## src/rtl/bus_arb_pkg.sv

```systemverilog
// Shared types and constants for the two-master bus arbiter.
package bus_arb_pkg;

    typedef enum logic [1:0] {
        ST_IDLE  = 2'd0,
        ST_BUSY0 = 2'd1,
        ST_BUSY1 = 2'd2
    } state_t;

    localparam logic M0 = 1'b0;
    localparam logic M1 = 1'b1;

    localparam logic [31:0] ERR_RDATA = 32'h0;

endpackage

```

## src/rtl/bus_arbiter_rr_pick2.sv

```systemverilog
// Two-way round-robin choice: on a tie, the master not served last wins.
module rr_pick2
    import bus_arb_pkg::*;
(
    input  logic [1:0] i_req,
    input  logic       i_last_grant,
    output logic       o_grant,
    output logic       o_valid
);

    always_comb begin
        o_valid = |i_req;
        o_grant = M0;
        case (i_req)
            2'b10:   o_grant = M1;
            2'b11:   o_grant = ~i_last_grant;
            default: o_grant = M0;
        endcase
    end

endmodule

```

## src/rtl/bus_arbiter.sv

```systemverilog
// Two-master round-robin bus arbiter and transaction sequencer with watchdog.
module bus_arbiter
    import bus_arb_pkg::*;
#(
    parameter int AW      = 32,
    parameter int DW      = 32,
    parameter int TIMEOUT = 255
) (
    input  logic          cpu_clk,
    input  logic          cpu_rst_n,
    input  logic          m0_req,
    input  logic          m1_req,
    input  logic          m0_we,
    input  logic          m1_we,
    input  logic [AW-1:0] m0_addr,
    input  logic [AW-1:0] m1_addr,
    input  logic [DW-1:0] m0_wdata,
    input  logic [DW-1:0] m1_wdata,
    output logic          m0_ack,
    output logic          m1_ack,
    output logic [DW-1:0] m0_rdata,
    output logic [DW-1:0] m1_rdata,
    output logic          m0_err,
    output logic          m1_err,
    output logic          m0_stall,
    output logic [AW-1:0] Bus_addr,
    output logic          Bus_we,
    output logic [DW-1:0] Bus_wdata,
    output logic          Bus_req,
    input  logic [DW-1:0] Bus_rdata,
    input  logic          Bus_ack
);

    localparam int CW = (TIMEOUT > 0) ? $clog2(TIMEOUT + 1) : 1;

    state_t        r_state, w_state_nxt;
    logic          r_last_grant;
    logic [CW-1:0] r_cnt;
    logic [CW-1:0] w_cnt_nxt;
    logic [AW-1:0] r_addr;
    logic          r_we;
    logic [DW-1:0] r_wdata;
    logic          r_m0_ack, r_m1_ack, r_m0_err, r_m1_err;
    logic [DW-1:0] r_m0_rdata, r_m1_rdata;

    logic w_pick, w_pick_valid;
    logic w_busy, w_cur, w_tmo;
    logic w_start, w_done, w_err;

    rr_pick2 u_pick (
        .i_req       ({m1_req, m0_req}),
        .i_last_grant(r_last_grant),
        .o_grant     (w_pick),
        .o_valid     (w_pick_valid)
    );

    assign w_busy    = (r_state != ST_IDLE);
    assign w_cur     = (r_state == ST_BUSY1) ? M1 : M0;
    assign w_cnt_nxt = (r_cnt == '1) ? r_cnt : r_cnt + 1'b1;
    // Fires in the BUSY cycle whose closing edge would bring the count to TIMEOUT.
    assign w_tmo     = (TIMEOUT != 0) && (w_cnt_nxt == CW'(TIMEOUT));

    always_ff @(posedge cpu_clk or negedge cpu_rst_n) begin
        if (!cpu_rst_n) r_state <= ST_IDLE;
        else            r_state <= w_state_nxt;
    end

    always_comb begin
        w_state_nxt = r_state;
        w_start     = 1'b0;
        w_done      = 1'b0;
        w_err       = 1'b0;
        case (r_state)
            ST_IDLE: begin
                if (w_pick_valid) begin
                    w_start     = 1'b1;
                    w_state_nxt = (w_pick == M1) ? ST_BUSY1 : ST_BUSY0;
                end
            end
            ST_BUSY0, ST_BUSY1: begin
                if (Bus_ack) begin
                    w_done      = 1'b1;
                    w_state_nxt = ST_IDLE;
                end else if (w_tmo) begin
                    w_done      = 1'b1;
                    w_err       = 1'b1;
                    w_state_nxt = ST_IDLE;
                end
            end
            default: w_state_nxt = ST_IDLE;
        endcase
    end

    always_ff @(posedge cpu_clk or negedge cpu_rst_n) begin
        if (!cpu_rst_n) begin
            r_last_grant <= M1;
            r_cnt        <= '0;
            r_addr       <= '0;
            r_we         <= 1'b0;
            r_wdata      <= '0;
            r_m0_ack     <= 1'b0;
            r_m1_ack     <= 1'b0;
            r_m0_err     <= 1'b0;
            r_m1_err     <= 1'b0;
            r_m0_rdata   <= '0;
            r_m1_rdata   <= '0;
        end else begin
            if (w_start) begin
                r_addr  <= (w_pick == M1) ? m1_addr  : m0_addr;
                r_we    <= (w_pick == M1) ? m1_we    : m0_we;
                r_wdata <= (w_pick == M1) ? m1_wdata : m0_wdata;
                r_cnt   <= '0;
            end else if (w_busy) begin
                r_cnt   <= w_cnt_nxt;
            end
            r_m0_ack <= w_done && (w_cur == M0);
            r_m1_ack <= w_done && (w_cur == M1);
            r_m0_err <= w_done && w_err && (w_cur == M0);
            r_m1_err <= w_done && w_err && (w_cur == M1);
            if (w_done) begin
                r_last_grant <= w_cur;
                if (w_cur == M0) r_m0_rdata <= w_err ? DW'(ERR_RDATA) : Bus_rdata;
                else             r_m1_rdata <= w_err ? DW'(ERR_RDATA) : Bus_rdata;
            end
        end
    end

    assign Bus_req   = w_busy;
    assign Bus_we    = w_busy & r_we;
    assign Bus_addr  = w_busy ? r_addr  : '0;
    assign Bus_wdata = w_busy ? r_wdata : '0;

    assign m0_ack    = r_m0_ack;
    assign m1_ack    = r_m1_ack;
    assign m0_err    = r_m0_err;
    assign m1_err    = r_m1_err;
    assign m0_rdata  = r_m0_rdata;
    assign m1_rdata  = r_m1_rdata;
    assign m0_stall  = m0_req & ~r_m0_ack;

endmodule

```

## config.mk

```make
export PLATFORM = sky130hd
export DESIGN_NAME = bus_arbiter
export DESIGN_NICKNAME = d
export VERILOG_FILES = /design/src/rtl/bus_arb_pkg.sv /design/src/rtl/bus_arbiter_rr_pick2.sv /design/src/rtl/bus_arbiter.sv
export SDC_FILE = /design/constraint.sdc
export NUM_CORES = 1
export LEC_CHECK = 0
export ABC_AREA = 1
export CAP_MARGIN = 30
export CORE_MARGIN = 2
export CORE_UTILIZATION = 25
export DETAILED_ROUTE_END_ITERATION = 6
export PLACE_DENSITY = 0.53
export SYNTH_ARGS = -nofsm -noshare
export SYNTH_HDL_FRONTEND = slang
export SYNTH_SLANG_ARGS = --single-unit
```

## constraint.sdc

```tcl
create_clock -name cpu_clk -period 2.4 [get_ports cpu_clk]
set_input_delay 0.48 -clock cpu_clk [delete_from_list [all_inputs] [get_ports cpu_clk]]
set_output_delay 0.48 -clock cpu_clk [all_outputs]
set_load 0.02 [all_outputs]
```

## Yosys cells after proc, flatten, opt, wreduce, memory -nomap -nowiden

Cells that the tools add are included.

- Input port bits: 167
- Output and inout port bits: 135
- Register bits after elaboration: 144

- Muxes and demuxes: 23
- Bitwise logic cells: 5
- Eq/ne operators: 8
- Reductions and logical operators: 13
- $add $sub $neg: 1

Operator list:

| operator | number |
|---|---|
| 32-bit 2-to-1 mux | 5 |
| 8-bit 2-to-1 mux | 3 |
| 8-bit == test (second input constant) | 2 |
| 1-bit 2-to-1 mux | 9 |
| 8-bit by 1-bit adder with 8-bit output (second input constant) | 1 |
| 2-bit 2-to-1 mux | 4 |
| 2-bit == test (second input constant) | 3 |
| 2-bit AND reduction | 3 |
| 1-bit logical AND | 5 |
| 2-bit case mux with 2 select lines | 1 |
| 2-bit nonzero test | 2 |
| 2-bit OR reduction | 2 |
| 3-bit inequality test (second input constant) | 1 |
| 1-bit NOT | 3 |
| 1-bit bitwise AND | 2 |
| 2-bit by 1-bit == test with 1-bit output (second input constant) | 1 |
| 2-bit zero test | 1 |
| 2-bit by 1-bit inequality test with 1-bit output (second input constant) | 1 |
| 1-bit case mux with 2 select lines | 1 |

## Logic depth before layout (Yosys ltp)

Gate-level depths: netlist (run 1).

- Word-level depth: 8
- Gate-level depth with buffers: 14
- Mapped depth without buffers: 13

## By module

Synthesis (run 1) repeated with hierarchy kept, for this count alone.

- Cells, all modules: 832
- Area total of the unflattened synthesis: 6770.2 µm²

Modules (own cells, without submodules):

| module | seq. area each (µm²) | cells each | instances | area an instance (µm²) |
|---|---|---|---|---|
| bus_arbiter | 3604.7 | 829 | 1 | 6755.2 |
| rr_pick2 | 0.0 | 3 | 1 | 15.0 |

## Worst setup path before layout (run 1)

OpenSTA, ideal clock, no wires.

- Path kind: flip-flop to flip-flop
- Start point: register r_cnt[0]
- End point: register r_m1_rdata[23] (netlist: m1_rdata[23])
- Cell stages (with the launch flop): 15
- Data arrival time: 1.677 ns
- Required time: 2.283 ns
- Slack: 0.606 ns
- Buffers on the path: 1
- Library setup time: 0.117 ns
- Cell sequence: dfrtp_1 -> ha_1 -> nand3_2 -> inv_2 -> nand2_2 -> nand2_1 -> nand2_1 -> nand2_1 -> nor2_1 -> nand2_1 -> nand2_4 -> nand3_4 -> buf_6 -> nand2_2 -> nand2_1

- Word-level cells in the longest chain between the ends: 7

RTL lines:

| item | RTL line | RTL |
|---|---|---|
| start, declared | bus_arbiter.sv:38 | `logic [CW-1:0] r_cnt;` |
| start signal, assigned | bus_arbiter.sv:114 | `r_cnt <= w_cnt_nxt;` |
| 8-bit by 1-bit adder with 8-bit output / 8-bit == test (equally long branches) | bus_arbiter.sv:59 | `assign w_cnt_nxt = (r_cnt == '1) ? r_cnt : r_cnt + 1'b1;` |
| 8-bit 2-to-1 mux * | bus_arbiter.sv:59 |  |
| 8-bit == test * | bus_arbiter.sv:61 | `assign w_tmo = (TIMEOUT != 0) && (w_cnt_nxt == CW'(TIMEOUT));` |
| 1-bit 2-to-1 mux * | bus_arbiter.sv:84 | `end else if (w_tmo) begin` |
| 1-bit 2-to-1 mux | bus_arbiter.sv:81 | `if (Bus_ack) begin` |
| 1-bit 2-to-1 mux | bus_arbiter.sv:73 | `case (r_state)` |
| 32-bit 2-to-1 mux / 2-bit AND reduction (equally long branches) | - |  |
| end signal, assigned | bus_arbiter.sv:123 | `else r_m1_rdata <= w_err ? DW'(ERR_RDATA) : Bus_rdata;` |
| end, declared | bus_arbiter.sv:44 | `logic [DW-1:0] r_m0_rdata, r_m1_rdata;` |

Mark *: on every way between the ends. The rest lies on a longest branch, timed or not.
A chain may end at the register's enable or synchronous reset.

## Final worst setup path (run 1)

- Start point: register r_state[1]
- End point: output Bus_wdata[5]

- Word-level cells in the longest chain between the ends: 2

RTL lines:

| item | RTL line | RTL |
|---|---|---|
| start, declared | bus_arbiter.sv:36 | `state_t r_state, w_state_nxt;` |
| start signal, assigned | bus_arbiter.sv:65 | `else r_state <= w_state_nxt;` |
| 2-bit nonzero test | bus_arbiter.sv:57 | `assign w_busy = (r_state != ST_IDLE);` |
| 32-bit 2-to-1 mux | bus_arbiter.sv:131 | `assign Bus_wdata = w_busy ? r_wdata : '0;` |
| end, declared | bus_arbiter.sv:28 | `output logic [DW-1:0] Bus_wdata,` |

No other way between the ends.

==> results of run 1 <==
routing by layer:
layer / GRT usage / vias to the layer above / part of all wire
met3: 0.0353 / 33 / 0.047
met4: 0.0667 / 0 / 0.029
met2: 0.288 / 181 / 0.49
met5: 0 / - / 0
li1: - / 3304 / -
met1: 0.218 / 3191 / 0.43
metrics by stage:
step	instance area [um2]	hold WS, ps	cells	worst slack, ps
finish	10800	431	1465	128
global route	10800	424	1465	12.4
CTS	10700	407	1462	-71.2
detailed placement	10200	450	1429	196
global placement	10200	454	1429	206
floorplan	6790	184	835	606
cell usage after synthesis:
cell type / instances / share of area
nand3_4: 2 / 0.0052
nor3_1: 1 / 0.00074
nand4_1: 66 / 0.061
nand2_2: 9 / 0.0083
buf_2: 1 / 0.00074
nand2_1: 161 / 0.089
o21ai_0: 69 / 0.051
dfstp_2: 1 / 0.0039
nand3_2: 1 / 0.0015
xnor2_1: 1 / 0.0013
clkbuf_1: 53 / 0.029
ha_1: 3 / 0.0055
dfrtp_1: 143 / 0.53
inv_1: 85 / 0.047
clkinv_1: 1 / 0.00055
o21ai_1: 1 / 0.00074
nand2_4: 1 / 0.0017
buf_1: 3 / 0.0017
inv_2: 1 / 0.00055
nand3_1: 11 / 0.0081
buf_6: 6 / 0.010
o22ai_1: 70 / 0.065
nor2_2: 1 / 0.00092
nor2_1: 144 / 0.080
layout by cell type (no fill, tap or decap), drive strengths merged, types with 17 or more instances in the layout:
cell type,instances
nand2,171
clkdlybuf4s50,233
nor2,145
dfrtp,143
clkbuf,21
buf,17
dlygate4sd2,64
o22ai,70
o21ai,70
nand4,66
inv,87
power by group through the flow:
| stage | Sequential, mW | Clock (mW) | Combinational [mW] |
|---|---|---|---|
| CTS | 4.01 | 2.96 | 7.06 |
| detailed placement | 4.04 | 0 | 7.40 |
| global route | 4.12 | 3.05 | 7.75 |
| floorplan | 4.58 | 0 | 3.42 |
| global placement | 4.03 | 0 | 7.37 |
| finish | 4.00 | 2.87 | 7.13 |
cell type report:
cell class	count	share of cell area
inverter	87	0.0302
clock buffer	20	0.0414
clock inverter	12	0.0169
timing repair buffer	318	0.296
antenna	1	0.000232
tap	341	0.0395
multi-input combinational	542	0.242
sequential	144	0.334
cells by family after synthesis:
group / Yosys count / synth area share
AO/OA/AOI/OAI: 140 / 0.116
AND/OR/NAND/NOR: 397 / 0.256
XOR/XNOR: 1 / 0.00129
adder cells (fa/ha/maj): 3 / 0.00553
flip-flops: 144 / 0.531
buffers and inverters: 150 / 0.0898
timing repair:
| action | in CTS | in global routing |
|---|---|---|
| cloned | 0 | 2 |
| gates resized for setup | 65 | 4 |
| hold buffers | 1 | 0 |
| endpoints found under the hold margin | 12 | 0 |
| setup endpoints to repair | 66 | 40 |
sequential cells by signal, summed over array words and instances (netlist names):
register      cells
m0_err            1
r_state           2
r_cnt             8
r_we              1
r_last_grant      1
r_wdata          32
m1_err            1
m1_rdata         32
m0_rdata         32
m0_ack            1
r_addr           32
m1_ack            1
worst min-delay path, delay by kind of cell:
kind                   cells  cell delay, ps
buffers and inverters      1             160
and+or+nand+nor            2             160
worst min path at each step:
stage	start	endpoint	slack, ps
2_1_floorplan	cpu_rst_n	m0_ack	180
3_3_place_gp	cpu_rst_n	m1_rdata[28]	450
3_5_place_dp	cpu_rst_n	m1_rdata[28]	450
4_1_cts	Bus_ack	m0_rdata[26]	410
5_1_grt	Bus_ack	m0_rdata[27]	420
6_report	Bus_ack	m0_rdata[26]	430
==> impl_results.rst, run 1 <==
.. list-table::
   :header-rows: 1

   * - Metric
     - Value
   * - Wire length per cell
     - 17.2 um
   * - Setup repair after global routing missed its margin
     - no
   * - Highest fanout seen on the critical path
     - 27
   * - LEAKAGE
     - 5.11 nW
   * - First-pass iteration count of the detailed router
     - 5
   * - IO Pins
     - 302
   * - Share of cells above drive strength 1
     - 0.0606
   * - Sequential cell fraction of total power
     - 0.286
   * - Vias per cell
     - 4.58
   * - Vias in the first global route
     - 6619
   * - Via total after detailed routing
     - 6709
   * - Depth of the worst register-to-register path
     - 13
   * - Beginning of the worst register-to-register path
     - r_cnt[1]
   * - Final setup TNS
     - 0 ps
   * - Core utilization of the finished layout
     - 0.403
   * - Reg-to-reg setup timing slack
     - 290 ps
   * - Tcrit/Tclk final
     - 0.947
   * - Sw power
     - 5.91 mW
   * - Count of endpoints failing hold in the final timing report
     - 0
   * - Warnings from Yosys
     - 0
   * - Antenna-violating nets left
     - 0
   * - CTS clock-pin slew for the worst setup and hold paths
     - 60 ps
   * - Source of the critical timing path
     - r_state[1]
   * - Source-to-sink clock delay at the later pin of the worst-skew pair
     - 420 ps
   * - Aggregate routed wire length
     - 25100 um
   * - Layout fillers
     - 2772
   * - Peak supply drop
     - 0.547 mV
   * - Total number of clock tree sinks
     - 144
   * - Dpl hpwl
     - 16700 um
   * - Total of max-cap violations
     - 0
   * - Class of the worst hold path
     - in2reg
   * - Startpoint Class
     - register
   * - Cell-internal power
     - 8.10 mW
   * - GR Util All Layers
     - 0.172
   * - Type of the worst setup path
     - reg2out
   * - Data arrival time of the critical path
     - 1790 ps
   * - Crit path max-delay cell type
     - dfrtp_1
   * - Seq. cell area
     - 3600 um2
   * - GRT Residual Overflow
     - 0
   * - R2r endpoint
     - m1_rdata[14]
   * - Slew Viols, Final
     - 0
   * - Detailed Route Iter0 Violations
     - 335
   * - Transition time at the pin with the least slew margin
     - 447 ps
   * - P&R area growth vs syn
     - 59.2%
   * - Power consumption
     - 14.0 mW
   * - Flip-flop and latch count after synthesis
     - 144
   * - Cell area after technology mapping
     - 6790 um2
   * - Full die area
     - 28500 um2
   * - Destination of the critical timing path
     - Bus_wdata[5]
   * - Sequential-to-total area share from yosys stat
     - 0.531
   * - Worst Skew
     - 10.5 ps
   * - Kind of capture point of the worst setup path
     - output pin
   * - Instance count of the mapped netlist
     - 835
   * - Number of levels the H-tree was split into
     - 4
   * - Post-synthesis cell type count
     - 24
   * - Switch share
     - 0.422
   * - Synthesized area per cell
     - 8.13 um2
   * - RePlAce Congestion
     - 0.841
   * - Category of cells accounting for the largest share of critical-path delay
     - buffers and inverters
   * - Cell row count
     - 60
   * - Core outline area
     - 26800 um2
   * - Net count of the mapped netlist
     - 1005
   * - Time the worst path needs with I/O delays and setup
     - 2270 ps
   * - Die width
     - 169 um
   * - Number of buffers on the longest clock path
     - 2
   * - Number of setup violations in the final report
     - 0
   * - Total number of cells along the worst setup path
     - 5
   * - DRC
     - 0
   * - TritonCTS clock tree
     - done
   * - Initial standard-cell utilization of the core
     - 0.253
   * - TritonCTS Buffers
     - 17
   * - Critical path cell sequence
     - inv_1, ha_4, buf_12, nor2_1, dlygate4sd2_1
   * - Clock tree root buffer cell
     - clkbuf_16
   * - Clock network power share
     - 0.205
   * - Share of total power in combinational logic
     - 0.509
   * - Chip height
     - 169 um
   * - PwrDens
     - 1300 nW/um2
   * - Buffers inserted during post-CTS setup optimization
     - 0
   * - Global-route wire length before repair
     - 38100 um
   * - Maximum number of pins on one net before global-route repair
     - 106
   * - Worst slew margin
     - 0.702
   * - Status
     - completed
   * - Number of port buffers
     - 301
   * - Combined area of the multi-input logic cells
     - 2610 um2
   * - FMAX
     - 0.440 GHz
   * - Initial antenna violation count
     - 1
   * - CP peak stage delay
     - 370 ps
   * - Critical path buffers and inverters
     - 3
   * - Final layout net count
     - 1280
   * - Hold path cells
     - 3
   * - Worst endpoint required time
     - 1920 ps
No activity file was read; power rests on OpenSTA's default activity.
==> run 2, diff against run 1 <==
CORE_UTILIZATION = 42   (was 25)
PLACE_DENSITY = 0.8   (was 0.53)
==> run 2 against run 1 <==
Sequential cell count unchanged. Register-to-register slack got worse by 50 ps. Critical path depth unchanged. Fmax is 1.7% lower. Clock-buffer cell count fell by 2. Non-clock buffer count is 2 lower. Sequential share of layout area up 0.75 points. Die area fell by 40%. Wire length decreased by 10%. Via count is 3.1% higher. Critical path type unchanged. Largest power group unchanged. Highest routed layer unchanged.
==> impl_results.rst, run 2 (synthesized netlist as in run 1, its figures left out) <==
.. list-table::
   :header-rows: 1

   * - Metric
     - Value
   * - Status
     - completed
   * - Core utilization of the finished layout
     - 0.667 (+0.264)
   * - GR Util All Layers
     - 0.257 (+0.0856)
   * - DRC
     - 0 (unchanged)
   * - Maximum number of pins on one net before global-route repair
     - 99 (-6.6%)
   * - Global-route wire length before repair
     - 35300 um (-7.2%)
   * - Vias in the first global route
     - 6567 (-0.79%)
   * - Number of buffers on the longest clock path
     - 2 (unchanged)
   * - Dpl hpwl
     - 15300 um (-8.7%)
   * - Startpoint Class
     - register
   * - P&R area growth vs syn
     - 55.7%
   * - Die width
     - 131 um (-22%)
   * - TritonCTS Buffers
     - 17 (unchanged)
   * - Number of port buffers
     - 301 (unchanged)
   * - Commonest cells after routing, fill and taps aside
     - 233 x clkdlybuf4s50_1, 160 x nand2_1, 143 x nor2_1, 143 x dfrtp_1, 85 x inv_1
   * - Worst endpoint required time
     - 1920 ps (about the same)
   * - RePlAce Congestion
     - 0.888 (+5.5%)
   * - Detailed Route Iter0 Violations
     - 581 (+73%)
   * - Total of max-cap violations
     - 0 (unchanged)
   * - Share of cells above drive strength 1
     - 0.0616 (+0.00100)
   * - Core outline area
     - 15800 um2 (-41%)
   * - Slew Viols, Final
     - 0 (unchanged)
   * - GRT Residual Overflow
     - 0 (unchanged)
   * - Antenna-violating nets left
     - 0 (unchanged)
   * - Final layout net count
     - 1278 (-0.16%)
   * - Peak supply drop
     - 0.570 mV (+4.1%)
   * - Class of the worst hold path
     - in2async
   * - Total number of clock tree sinks
     - 144 (unchanged)
   * - Setup repair after global routing missed its margin
     - no
   * - Cell row count
     - 46 (-23%)
   * - IO Pins
     - 302 (unchanged)
   * - Switch share
     - 0.426 (+0.00418)
   * - Share of total power in combinational logic
     - 0.511 (+0.002)
   * - PwrDens
     - 1290 nW/um2 (-0.20%)
   * - Reg-to-reg setup timing slack
     - 240 ps (-50 ps)
   * - Worst slew margin
     - 0.556 (-0.146)
   * - Via total after detailed routing
     - 6918 (+3.1%)
   * - Layout fillers
     - 1296 (-53%)
   * - # diodes
     - 0 (-1)
   * - Time the worst path needs with I/O delays and setup
     - 2310 ps (+39.6 ps)
   * - Highest fanout seen on the critical path
     - 32 (+19%)
   * - Cell-internal power
     - 7.84 mW (-3.1%)
   * - CTS clock-pin slew for the worst setup and hold paths
     - 60 ps (about the same)
   * - Full die area
     - 17200 um2 (-40%)
   * - Source of the critical timing path
     - r_state[0]
   * - LEAKAGE
     - 5.05 nW (-1.1%)
   * - Worst Skew
     - 7.25 ps (-3.23 ps)
   * - Initial antenna violation count
     - 0 (-1)
   * - Clock tree root buffer cell
     - clkbuf_16
   * - Chip height
     - 131 um (-22%)
   * - Transition time at the pin with the least slew margin
     - 665 ps (+219 ps)
   * - Aggregate routed wire length
     - 22600 um (-10%)
   * - TritonCTS clock tree
     - done
   * - Kind of capture point of the worst setup path
     - output pin
   * - Most frequent standard cell in the layout excluding fill and tap cells
     - clkdlybuf4s50_1
   * - FMAX
     - 0.433 GHz (-1.7%)
   * - Final setup TNS
     - 0 ps (unchanged)
   * - Buffers inserted during post-CTS setup optimization
     - 0 (unchanged)
   * - Vias per cell
     - 5.17 (+13%)
   * - Wire length per cell
     - 16.9 um (-1.6%)
   * - Data arrival time of the critical path
     - 1830 ps (+40 ps)
   * - First-pass iteration count of the detailed router
     - 5 (unchanged)
   * - Sequential cell fraction of total power
     - 0.294 (+0.008)
   * - Count of endpoints failing hold in the final timing report
     - 0 (unchanged)
   * - Sw power
     - 5.82 mW (-1.4%)
   * - Initial standard-cell utilization of the core
     - 0.429 (+0.176)
   * - Source-to-sink clock delay at the later pin of the worst-skew pair
     - 420 ps (about the same)
   * - Number of levels the H-tree was split into
     - 4 (unchanged)
   * - Beginning of the worst register-to-register path
     - r_cnt[1]
   * - Tcrit/Tclk final
     - 0.963 (+0.0165)
   * - Clock network power share
     - 0.195 (-0.010)
   * - Type of the worst setup path
     - reg2out
   * - Number of setup violations in the final report
     - 0 (unchanged)
-- run 2: cell types whose count changed in the layout (fill, tap and decap cells not counted), moves of 2 or more --
cell	delta
clkinvlp_4	+2
clkinv_4	+3
bufinv_16	-2
clkbuf_1	-2
dlygate4sd2_1	+2
dlymetal6s2s_1	-2
-- run 2: worst max-delay path: stages, from the launching register on --
cell and delay (ps):
dfrtp_1 370, inv_1 80, ha_2 290, buf_12 230, nor2_1 110, dlygate4sd2_1 330
-- run 2: power by group through the flow --
stage	registers, mW	logic (mW)	clock network (mW)
final	4.01	6.99	2.67
after global routing	4.12	7.56	2.80
after CTS	4.01	6.89	2.71
after floorplan	4.58	3.42	0
after global placement	4.02	7.15	0
after detailed placement	4.03	7.25	0
-- run 2: repair_timing --
action,4_1_cts,5_1_grt
gates cloned,0,2
resized for setup,66,2
setup endpoints to repair,66,26
hold buffers,0,0
-- run 2: worst paths after layout --
kind                                      end  cells past startpoint
worst max-delay path            Bus_wdata[20]                      5
worst min-delay path               r_addr[12]                      1
worst max register to register    m1_rdata[6]                     13
worst min register to register    m0_rdata[4]                      2
max in group asynchronous         r_wdata[25]                      2
min in group cpu_clk                   m0_err                      4
-- run 2: stage by stage --
stage / cells / hold WS, ps / area (um2) / total power [mW] / worst slack (ps)
2_1_floorplan: 835 / 184 / 6790 / 8.00 / 606
3_3_place_gp: 1303 / 452 / 10000 / 11.2 / 212
3_5_place_dp: 1303 / 457 / 10000 / 11.3 / 158
4_1_cts: 1335 / 33.0 / 10500 / 13.6 / 39.4
5_1_grt: 1337 / 58.3 / 10600 / 14.5 / 3.19
6_report: 1337 / 23.8 / 10600 / 13.7 / 88.5
-- run 2: metal layers --
metal | wire length, um | track usage | part of all wire
met1 | 9310 | 0.329 | 0.41
met2 | 10800 | 0.413 | 0.48
met3 | 1560 | 0.0621 | 0.069
met4 | 876 | 0.123 | 0.039
met5 | 0 | 0 | 0
-- run 2: area by class of cell --
type                            instances  area [um2]  share of cell area
Multi-Input combinational cell        542        2600               0.246
Timing Repair Buffer                  316        3160               0.299
Clock buffer                           18         439              0.0416
Tap cell                              216         270              0.0256
Clock inverter                         14         159              0.0150
Sequential cell                       144        3600               0.341
Inverter                               87         327              0.0309
==> run 3, diff against run 2 <==
GPL_TIMING_DRIVEN = 0   (was unset)
==> run 3 against run 2 <==
Global-route usage up 1.8 points. Clock power increased by 2%. Combinational power increased by 2.9%. Critical path depth up 1. Fmax down 1.5%. Critical path type unchanged. Sequential cell count is the same. Power increased by 1.9%. Final cell count grew 3.6%. Register-to-register slack improved by 30 ps. Setup slack worse by 35 ps. Sequential power barely moved.
==> impl_results.rst, run 3 (synthesized netlist as in run 1, its figures left out) <==
.. list-table::
   :header-rows: 1

   * - Metric
     - Value
   * - Final design instance area without fill
     - 10700 um2 (+1.2%)
   * - Placed instance count
     - 1353 (+3.8%)
   * - # diodes
     - 0 (unchanged)
   * - Post-placement cell area
     - 10100 um2 (+0.98%)
   * - Commonest cells after routing, fill and taps aside
     - 235 x clkdlybuf4s50_1, 161 x nand2_1, 143 x nor2_1, 143 x dfrtp_1, 85 x inv_1
   * - Reg-to-reg setup timing slack
     - 270 ps (+30 ps)
   * - PwrDens
     - 1300 nW/um2 (+0.66%)
   * - Source-to-sink clock delay at the later pin of the worst-skew pair
     - 430 ps (about the same)
   * - IO Pins
     - 302 (unchanged)
   * - Die width
     - 131 um (unchanged)
   * - Crit path max-delay cell type
     - dfrtp_1
   * - Core outline area
     - 15800 um2 (unchanged)
   * - R2r endpoint
     - r_wdata[0]
   * - Time the worst path needs with I/O delays and setup
     - 2350 ps (+35.2 ps)
   * - Buffers inserted during post-CTS setup optimization
     - 0 (unchanged)
   * - Status
     - completed
   * - Worst Skew
     - 14.2 ps (+6.96 ps)
   * - Total of max-cap violations
     - 0 (unchanged)
   * - Beginning of the worst register-to-register path
     - r_state[0]
   * - Depth of the worst register-to-register path
     - 7 (-6)
   * - Total number of clock tree sinks
     - 144 (unchanged)
   * - Vias per cell
     - 5.19 (+0.27%)
   * - Count of endpoints failing hold in the final timing report
     - 0 (unchanged)
   * - Most frequent standard cell in the layout excluding fill and tap cells
     - clkdlybuf4s50_1
   * - GRT Residual Overflow
     - 0 (unchanged)
   * - First-pass iteration count of the detailed router
     - 5 (unchanged)
   * - Number of setup violations in the final report
     - 0 (unchanged)
   * - Non-Filler Instances
     - 1385 (+3.6%)
   * - CTS clock-pin slew for the worst setup and hold paths
     - 60 ps (about the same)
   * - LEAKAGE
     - 4.98 nW (-1.5%)
   * - Final setup TNS
     - 0 ps (unchanged)
   * - Initial antenna violation count
     - 0 (unchanged)
   * - FMAX
     - 0.426 GHz (-1.5%)
   * - Slew Viols, Final
     - 0 (unchanged)
   * - Setup repair after global routing missed its margin
     - yes
   * - Chip height
     - 131 um (unchanged)
   * - Kind of capture point of the worst setup path
     - output pin
   * - Vias in the first global route
     - 6889 (+4.9%)
   * - Transition time at the pin with the least slew margin
     - 675 ps (+9.14 ps)
   * - Dpl hpwl
     - 17900 um (+17%)
   * - Aggregate routed wire length
     - 23700 um (+5.0%)
   * - Peak supply drop
     - 0.690 mV (+21%)
   * - Global-route wire length before repair
     - 37400 um (+5.8%)
   * - Data arrival time of the critical path
     - 1870 ps (+40 ps)
   * - Share of cells above drive strength 1
     - 0.0881 (+0.0266)
   * - DRC
     - 0 (unchanged)
   * - TritonCTS clock tree
     - done
   * - Startpoint Class
     - register
   * - RePlAce Congestion
     - 0.937 (+5.6%)
   * - Detailed Route Iter0 Violations
     - 506 (-13%)
   * - Number of port buffers
     - 301 (unchanged)
   * - Highest fanout seen on the critical path
     - 10 (-69%)
   * - Full die area
     - 17200 um2 (unchanged)
   * - Antenna-violating nets left
     - 0 (unchanged)
   * - Worst endpoint required time
     - 1920 ps (about the same)
   * - Worst slew margin
     - 0.550 (-0.00609)
   * - Type of the worst setup path
     - reg2out
   * - Number of buffers on the longest clock path
     - 2 (unchanged)
   * - Cell row count
     - 46 (unchanged)
   * - Number of levels the H-tree was split into
     - 4 (unchanged)
   * - Critical path buffers and inverters
     - 4 (+1)
   * - Power consumption
     - 13.9 mW (+1.9%)
   * - Maximum number of pins on one net before global-route repair
     - 77 (-22%)
   * - Worst hold margin
     - 52.8 ps (+29.0 ps)
   * - Via total after detailed routing
     - 7186 (+3.9%)
   * - Initial standard-cell utilization of the core
     - 0.429 (unchanged)
   * - GR Util All Layers
     - 0.275 (+0.0177)
   * - Wire length per cell
     - 17.1 um (+1.3%)
   * - CP peak stage delay
     - 350 ps (-20 ps)
   * - Layout fillers
     - 1314 (+1.4%)
   * - Tcrit/Tclk final
     - 0.978 (+0.0146)
   * - P&R area growth vs syn
     - 57.6%
   * - TritonCTS Buffers
     - 17 (unchanged)
   * - Critical path cell sequence
     - inv_1, ha_2, clkbuf_8, buf_4, nor2_1, dlygate4sd2_1
   * - Final layout net count
     - 1326 (+3.8%)
   * - Category of cells accounting for the largest share of critical-path delay
     - buffers and inverters
   * - Class of the worst hold path
     - in2async
   * - Clock tree root buffer cell
     - clkbuf_16
-- run 3: final cells by class --
type,instances,area (um2),share of cell area
clock buffer,19,443,0.0414
inverter,87,327,0.0305
clock inverter,13,164,0.0153
sequential,144,3600,0.337
tap,216,270,0.0253
timing repair buffer,302,2980,0.279
buffer,63,327,0.0305
multi-input combinational,541,2580,0.241
-- run 3: repair_timing --
action	in CTS	in global routing
setup endpoints to repair	65	115
gates resized for setup	146	27
hold buffers	0	0
pin swaps	0	0
-- run 3: report_power, final --
part           internal [mW]  switching (mW)
clock                   1.66            1.06
combinational           2.82            4.37
sequential              3.54           0.482
total                   8.02            5.91
-- run 3: stage by stage --
step	utilization	setup slack, ps
6_report	0.675	53.4
5_1_grt	0.675	-25.2
2_1_floorplan	-	606
3_3_place_gp	0.636	-5040
3_5_place_dp	0.638	-434
4_1_cts	0.678	20.7
-- run 3: routing by layer --
metal  GRT usage  routed length, um  up-vias
li1            -                  -     3398
met1       0.366               9930     3450
met2       0.436              11500      295
met3      0.0633               1590       43
met4       0.112                677        0
met5           0                  0        -
-- run 3: worst max-delay path by stage --
stage | from | end | slack, ps | cells after the start
after floorplan | r_cnt[0] | m1_rdata[23] | 610 | 14
after global placement | cpu_rst_n | m1_rdata[5] | -5040 | 1
after detailed placement | r_state[0] | Bus_we | -430 | 6
after CTS | r_state[0] | Bus_addr[5] | 20 | 6
after global routing | r_state[0] | Bus_addr[11] | -30 | 6
final | r_state[0] | Bus_addr[28] | 50 | 6
